`src/rtl/operand_pairer_pkg.sv`:
```
// Shared defaults and types for the operand pairer (adder feeder stage).
// Optional statistics outputs are enabled with OPERAND_PAIRER_STATS_EN.
package operand_pairer_pkg;

    localparam int DATA_W_DEFAULT     = 32;
    localparam int FIFO_DEPTH_DEFAULT = 4;
    localparam int LEVEL_W_DEFAULT    = $clog2(FIFO_DEPTH_DEFAULT) + 1;

    typedef struct packed {
        logic [DATA_W_DEFAULT-1:0] a;
        logic [DATA_W_DEFAULT-1:0] b;
    } operand_pair_t;

    // Occupancy needs one bit more than the address so a full FIFO reads as DEPTH.
    function automatic int level_w(input int depth);
        return $clog2(depth) + 1;
    endfunction

endpackage

```
`src/rtl/sync_fifo.sv`:
```
// Single-clock FIFO with a synchronous clear; head word is shown combinationally on rdata.
// Full/empty are told apart by an extra wrap bit on each pointer.
module sync_fifo
    import operand_pairer_pkg::*;
#(
    parameter int DATA_W = DATA_W_DEFAULT,
    parameter int DEPTH  = FIFO_DEPTH_DEFAULT
) (
    input  logic                     clk,
    input  logic                     rst,
    input  logic                     clr,
    input  logic                     push,
    input  logic [DATA_W-1:0]        wdata,
    input  logic                     pop,
    output logic [DATA_W-1:0]        rdata,
    output logic                     full,
    output logic                     empty,
    output logic [$clog2(DEPTH):0]   level
);

    localparam int AW = $clog2(DEPTH);

    logic [DATA_W-1:0] mem [DEPTH];
    logic [AW:0]       wr_ptr;
    logic [AW:0]       rd_ptr;

    always_ff @(posedge clk) begin
        if (rst || clr) begin
            wr_ptr <= '0;
            rd_ptr <= '0;
        end else begin
            if (push) wr_ptr <= wr_ptr + (AW+1)'(1);
            if (pop)  rd_ptr <= rd_ptr + (AW+1)'(1);
        end
    end

    always_ff @(posedge clk) begin
        if (push && !rst && !clr) mem[wr_ptr[AW-1:0]] <= wdata;
    end

    assign rdata = mem[rd_ptr[AW-1:0]];
    assign empty = (wr_ptr == rd_ptr);
    assign full  = (wr_ptr[AW] != rd_ptr[AW]) && (wr_ptr[AW-1:0] == rd_ptr[AW-1:0]);
    assign level = wr_ptr - rd_ptr;

endmodule

```
`src/rtl/operand_pairer.sv`:
```
// Pairs two buffered operand streams in arrival order into one registered din0/din1 beat.
// Define OPERAND_PAIRER_STATS_EN to add pair/starvation counters.
module operand_pairer
    import operand_pairer_pkg::*;
#(
    parameter int DATA_W     = DATA_W_DEFAULT,
    parameter int FIFO_DEPTH = FIFO_DEPTH_DEFAULT
) (
    input  logic                          clk,
    input  logic                          rst,
    input  logic [DATA_W-1:0]             a_tdata,
    input  logic                          a_tvalid,
    output logic                          a_tready,
    input  logic [DATA_W-1:0]             b_tdata,
    input  logic                          b_tvalid,
    output logic                          b_tready,
    input  logic                          hold,
    input  logic                          flush,
    output logic [DATA_W-1:0]             din0,
    output logic [DATA_W-1:0]             din1,
    output logic                          din_valid,
    output logic [$clog2(FIFO_DEPTH):0]   a_level,
    output logic [$clog2(FIFO_DEPTH):0]   b_level
`ifdef OPERAND_PAIRER_STATS_EN
    ,
    output logic [31:0]                   pair_count,
    output logic [31:0]                   a_starve_cycles,
    output logic [31:0]                   b_starve_cycles
`endif
);

    logic              a_full, a_empty, b_full, b_empty;
    logic              a_push, b_push, pop;
    logic [DATA_W-1:0] a_head, b_head;

    // Handshake: a beat transfers on a clk edge where tvalid && tready. tready
    // depends only on registered fullness, rst and flush, never on a same-cycle
    // pop, so a full FIFO refuses input even while it is draining.
    assign a_tready = !a_full && !rst && !flush;
    assign b_tready = !b_full && !rst && !flush;
    assign a_push   = a_tvalid && a_tready;
    assign b_push   = b_tvalid && b_tready;
    assign pop      = !a_empty && !b_empty && !hold && !flush;

    sync_fifo #(.DATA_W(DATA_W), .DEPTH(FIFO_DEPTH)) u_fifo_a (
        .clk   (clk),
        .rst   (rst),
        .clr   (flush),
        .push  (a_push),
        .wdata (a_tdata),
        .pop   (pop),
        .rdata (a_head),
        .full  (a_full),
        .empty (a_empty),
        .level (a_level)
    );

    sync_fifo #(.DATA_W(DATA_W), .DEPTH(FIFO_DEPTH)) u_fifo_b (
        .clk   (clk),
        .rst   (rst),
        .clr   (flush),
        .push  (b_push),
        .wdata (b_tdata),
        .pop   (pop),
        .rdata (b_head),
        .full  (b_full),
        .empty (b_empty),
        .level (b_level)
    );

    // Operands persist between beats; only din_valid marks a new pair.
    always_ff @(posedge clk) begin
        if (rst) begin
            din0      <= '0;
            din1      <= '0;
            din_valid <= 1'b0;
        end else if (pop) begin
            din0      <= a_head;
            din1      <= b_head;
            din_valid <= 1'b1;
        end else begin
            din_valid <= 1'b0;
        end
    end

`ifdef OPERAND_PAIRER_STATS_EN
    always_ff @(posedge clk) begin
        if (rst || flush) begin
            pair_count      <= '0;
            a_starve_cycles <= '0;
            b_starve_cycles <= '0;
        end else begin
            if (din_valid)                    pair_count      <= pair_count + 32'd1;
            if (!b_empty && a_empty && !hold) a_starve_cycles <= a_starve_cycles + 32'd1;
            if (!a_empty && b_empty && !hold) b_starve_cycles <= b_starve_cycles + 32'd1;
        end
    end
`endif

endmodule

```
`config.mk`:
```
export PLATFORM = sky130hd
export DESIGN_NAME = operand_pairer
export DESIGN_NICKNAME = d
export VERILOG_FILES = /design/src/rtl/operand_pairer_pkg.sv /design/src/rtl/sync_fifo.sv /design/src/rtl/operand_pairer.sv
export SDC_FILE = /design/constraint.sdc
export NUM_CORES = 1
export LEC_CHECK = 0
export BUFFER_PORTS_ARGS = -buffer_cell sky130_fd_sc_hd__buf_2
export CAP_MARGIN = 20
export CORE_UTILIZATION = 53
export CTS_CLUSTER_SIZE = 28
export DETAILED_ROUTE_END_ITERATION = 16
export GPL_ROUTABILITY_DRIVEN = 0
export PLACE_DENSITY = 0.76
export SYNTH_ARGS = -nofsm -noshare
export SYNTH_HDL_FRONTEND = slang
export SYNTH_SLANG_ARGS = --single-unit
```
`constraint.sdc`:
```
create_clock -name clk -period 4.6 [get_ports clk]
set_input_delay 0 -clock clk [delete_from_list [all_inputs] [get_ports clk]]
set_output_delay 0 -clock clk [all_outputs]
set_load 0.02 [all_outputs]
```
==> summary.md <==
| Metric | Value |
|---|---|
| Adder-cell share of the synthesized area | 0.0175 |
| Commonest non-fill, non-tap cells in the layout | edfxtp_1, buf_2, nand2_1 |
| Cells after Synth | approximately 710 |
| Largest family of logic cells by synthesized area | multiplexers |
| Layout cell share with drive strength beyond 1 | 0.298 |
| Slew Viols, Final | 0 |
| Num CTS Buffers | 31 |
| Logic gate share of total power | 0.027 |
| Clk_lat worst skew | 0.55 ns |
| IO Pins | 143 |
| Core area | 0.0227 mm² |
| Final WS setup | 1.87 ns |
| CTS Root Cell | clkbuf_16 |
| Worst slew margin | 0.366 |
| Synthesized Nets | 797 |
| Fill cell total of the finished layout | 1538 |
| Seq pwr share | 0.538 |
| Mapped cell area | 0.0123 mm² |
| Clock-pin transition on the worst setup and hold timing paths | 0.07 ns |
| Period minus WS final | 2.73 ns |
| Largest net degree at the start of global routing | 69 |
| Leak pwr | 5.25 nW |
| # DRC | 0 |
| DR WL/cell | 19.7 µm |
| Ys Warns | 0 |
| Element type at the critical path end | flip-flop |
| DRT Pass-1 Iters | 4 |
| DRT iter0 DRCs | approximately 460 |
| Final hold viol count | 0 |
| Critical path launch point type | flip-flop |
| Total wire length | 24300 µm |
| Setup violators final | 0 |
| Critical path arrival | roughly 3.2 ns |
| Status | finished, final reports clean |
| Count of cell types in the netlist | 28 |
| Post-Synth XOR/XNOR Area | 0.00917 |
| Hold Crit Class | in -> reg |
| Maxcap violations | 0 |
| Diode count | 0 |
| Final Non-Filler Cells | 1234 |
| CTS tree | done |
| Htree depth | 1 |
| Synth Register Bits | 333 |
| CTS Hold Bufs | 69 |
| Post-CTS Repair Setup Buffers | 0 |
| Critical path fanouts, max | 4 |
| Via count | 6766 |
| P_sw | 0.00118 W |
| Syn_area_per_cell | 17.3 µm² |
| Share of the synthesized area in the top cell type | 0.626 |
| Worst slack at placement | 2.12 ns |
| Crit share post-route | 0.594 |
| Die extent in x | approximately 150 µm |
| Area leader, netlist | edfxtp_1 |
| Largest stage delay, worst path | 0.59 ns |
| Net Sw Frac | 0.195 |
| Pwr Density | 403 mW/mm² |
| CP Class | reg -> reg |
| Chip Height | about 150 µm |
| Gr usage total | 0.209 |
| Actual slew at the worst max-slew pin | 0.951 ns |
| Worst Skew | 0.00837 ns |
| Antenna viol nets, final | 0 |
| WP data required | 5.03 ns |
| Most frequent CP cell | dlygate4sd3_1 |
| Unrepaired setup endpoints after global routing | no |
| Mux share of post-synthesis cell area | 0.117 |
| Setup_tns | 0 ns |
| Complex-gate fraction of the synthesized area | 0.0362 |
| Post-CTS resize count | 0 |
| Clk pwr share | 0.435 |
| Layout Nets | 1010 |
| Critical path buffers and inverters | 3 |
| Slowest cell on crit path | dlygate4sd3_1 |
| Initial antenna violation count | 0 |
| Critical path, cell by cell | inv_1 -> ha_1 -> nand2_1 -> o2111ai_1 -> dlygate4sd3_1 -> xor2_1 -> nor2_1 -> dlygate4sd3_1 |
| Internal | ~0.0049 W |
| CP top delay family | buffers and inverters |
| Area Overhead vs Synth | 22.3% |
| Vias in the first global route | 6915 |
| Port Buffer Count | 142 |
| Register area share after synthesis | 0.752 |
| CTS max path bufs | 3 |
| Vias per inst | 5.48 |
| Post-DP HPWL | between 10000 and 15000 µm |
| Peak supply drop | between 0.3 and 0.4 mV |
| Total grt overflow | 0 |
| Die ar. | 0.0238 mm² |
| Placed Instances | 1107 |
| Largest cells by area after synthesis | edfxtp_1, dfxtp_1, mux4_2 |
| CTS Sinks | 333 |
| Initial Utilization | 0.541 |
| Core Util, Final | 0.661 |
| First-pass GRT wire length | between 30000 and 40000 µm |
| F_max | 366 MHz |
| Most common cell after layout, fill and taps aside | edfxtp_1 |
| Post-synthesis simple-gate area fraction | 0.0489 |
| Row count | 55 |
[worst paths after layout]
check | start | end | slack (ns) | cells after the start
worst max-delay path | u_fifo_b.wr_ptr[0] | u_fifo_b.wr_ptr[2] | 1.87 | 8
worst min-delay path | hold | din1[6] | 0.09 | 5
worst max register to register | u_fifo_b.wr_ptr[0] | u_fifo_b.wr_ptr[2] | 1.87 | 8
worst min register to register | din0[2] | din0[2] | 0.45 | 2
[registers in the layout, indices dropped and copies added (netlist names)]
register and count:
din1 32, u_fifo_a.rd_ptr 3, u_fifo_a.mem 128, din_valid 1, u_fifo_b.rd_ptr 3, u_fifo_a.wr_ptr 3, u_fifo_b.wr_ptr 3, din0 32
u_fifo_b.mem 128
[power by group through the flow]
stage	Clock, W	Sequential [W]	Combinational (W)
CTS	0.00267	0.00326	0.000161
global placement	0	0.00332	0.000110
floorplan	0	0.00333	0.0000430
global route	0.00279	0.00326	0.000173
finish	0.00264	0.00326	0.000161
detailed placement	0	0.00333	0.000114
[synthesized netlist by cell type (all sizes together)]
cell type,number
inv,13
o221a,1
xor2,3
fa,2
o2111ai,1
o211a,2
or2,1
clkbuf,21
or3,2
a31oi,2
o31ai,2
dfxtp,77
nand2,136
o221ai,1
xnor2,9
a21oi,68
mux4,64
nor2,9
and2,6
ha,14
o21ai,2
o2111a,1
buf,18
edfxtp,256
[layout make-up]
cell class | count | area [µm²] | share of cell area
Sequential cell | 333 | 9230 | 0.615
Multi-Input combinational cell | 326 | 2840 | 0.189
Timing Repair Buffer | 219 | 1460 | 0.0973
Clock buffer | 37 | 840 | 0.0559
Tap cell | 285 | 357 | 0.0237
Clock inverter | 21 | 234 | 0.0156
Inverter | 13 | 48.8 | 0.00325
[routing by layer]
| metal | part of all wire | track usage | up-vias |
|---|---|---|---|
| li1 | - | - | 3105 |
| met1 | 0.42 | 0.275 | 3417 |
| met2 | 0.51 | 0.365 | 206 |
| met3 | 0.052 | 0.0305 | 38 |
| met4 | 0.019 | 0.0567 | 0 |
| met5 | 0 | 0 | - |
[tightest hold or removal path: stages]
cell and delay [ns]:
buf_2 0.08, nor2_1 0.09, o221ai_4 0.23, nand2_1 0.09, a21oi_1 0.12
[metrics by stage]
stage | hold WS, ns | cell area, µm² | power, W
detailed placement | 0.219 | 13300 | 0.00344
finish | 0.0944 | 15000 | 0.00606
global route | 0.123 | 15000 | 0.00622
floorplan | 0.0989 | 12300 | 0.00337
global placement | 0.215 | 13300 | 0.00343
CTS | 0.0727 | 15000 | 0.00609
[logic make-up (layout without fill, tap and decap cells)]
family / Yosys count / after routing
buf+inv: 52 / 290
flops: 333 / 333
mux: 64 / 64
simple gates: 154 / 154
xor+xnor: 12 / 12
compound gates: 80 / 80
fa+ha+maj: 16 / 16
Power figures use the tool's default switching activity.
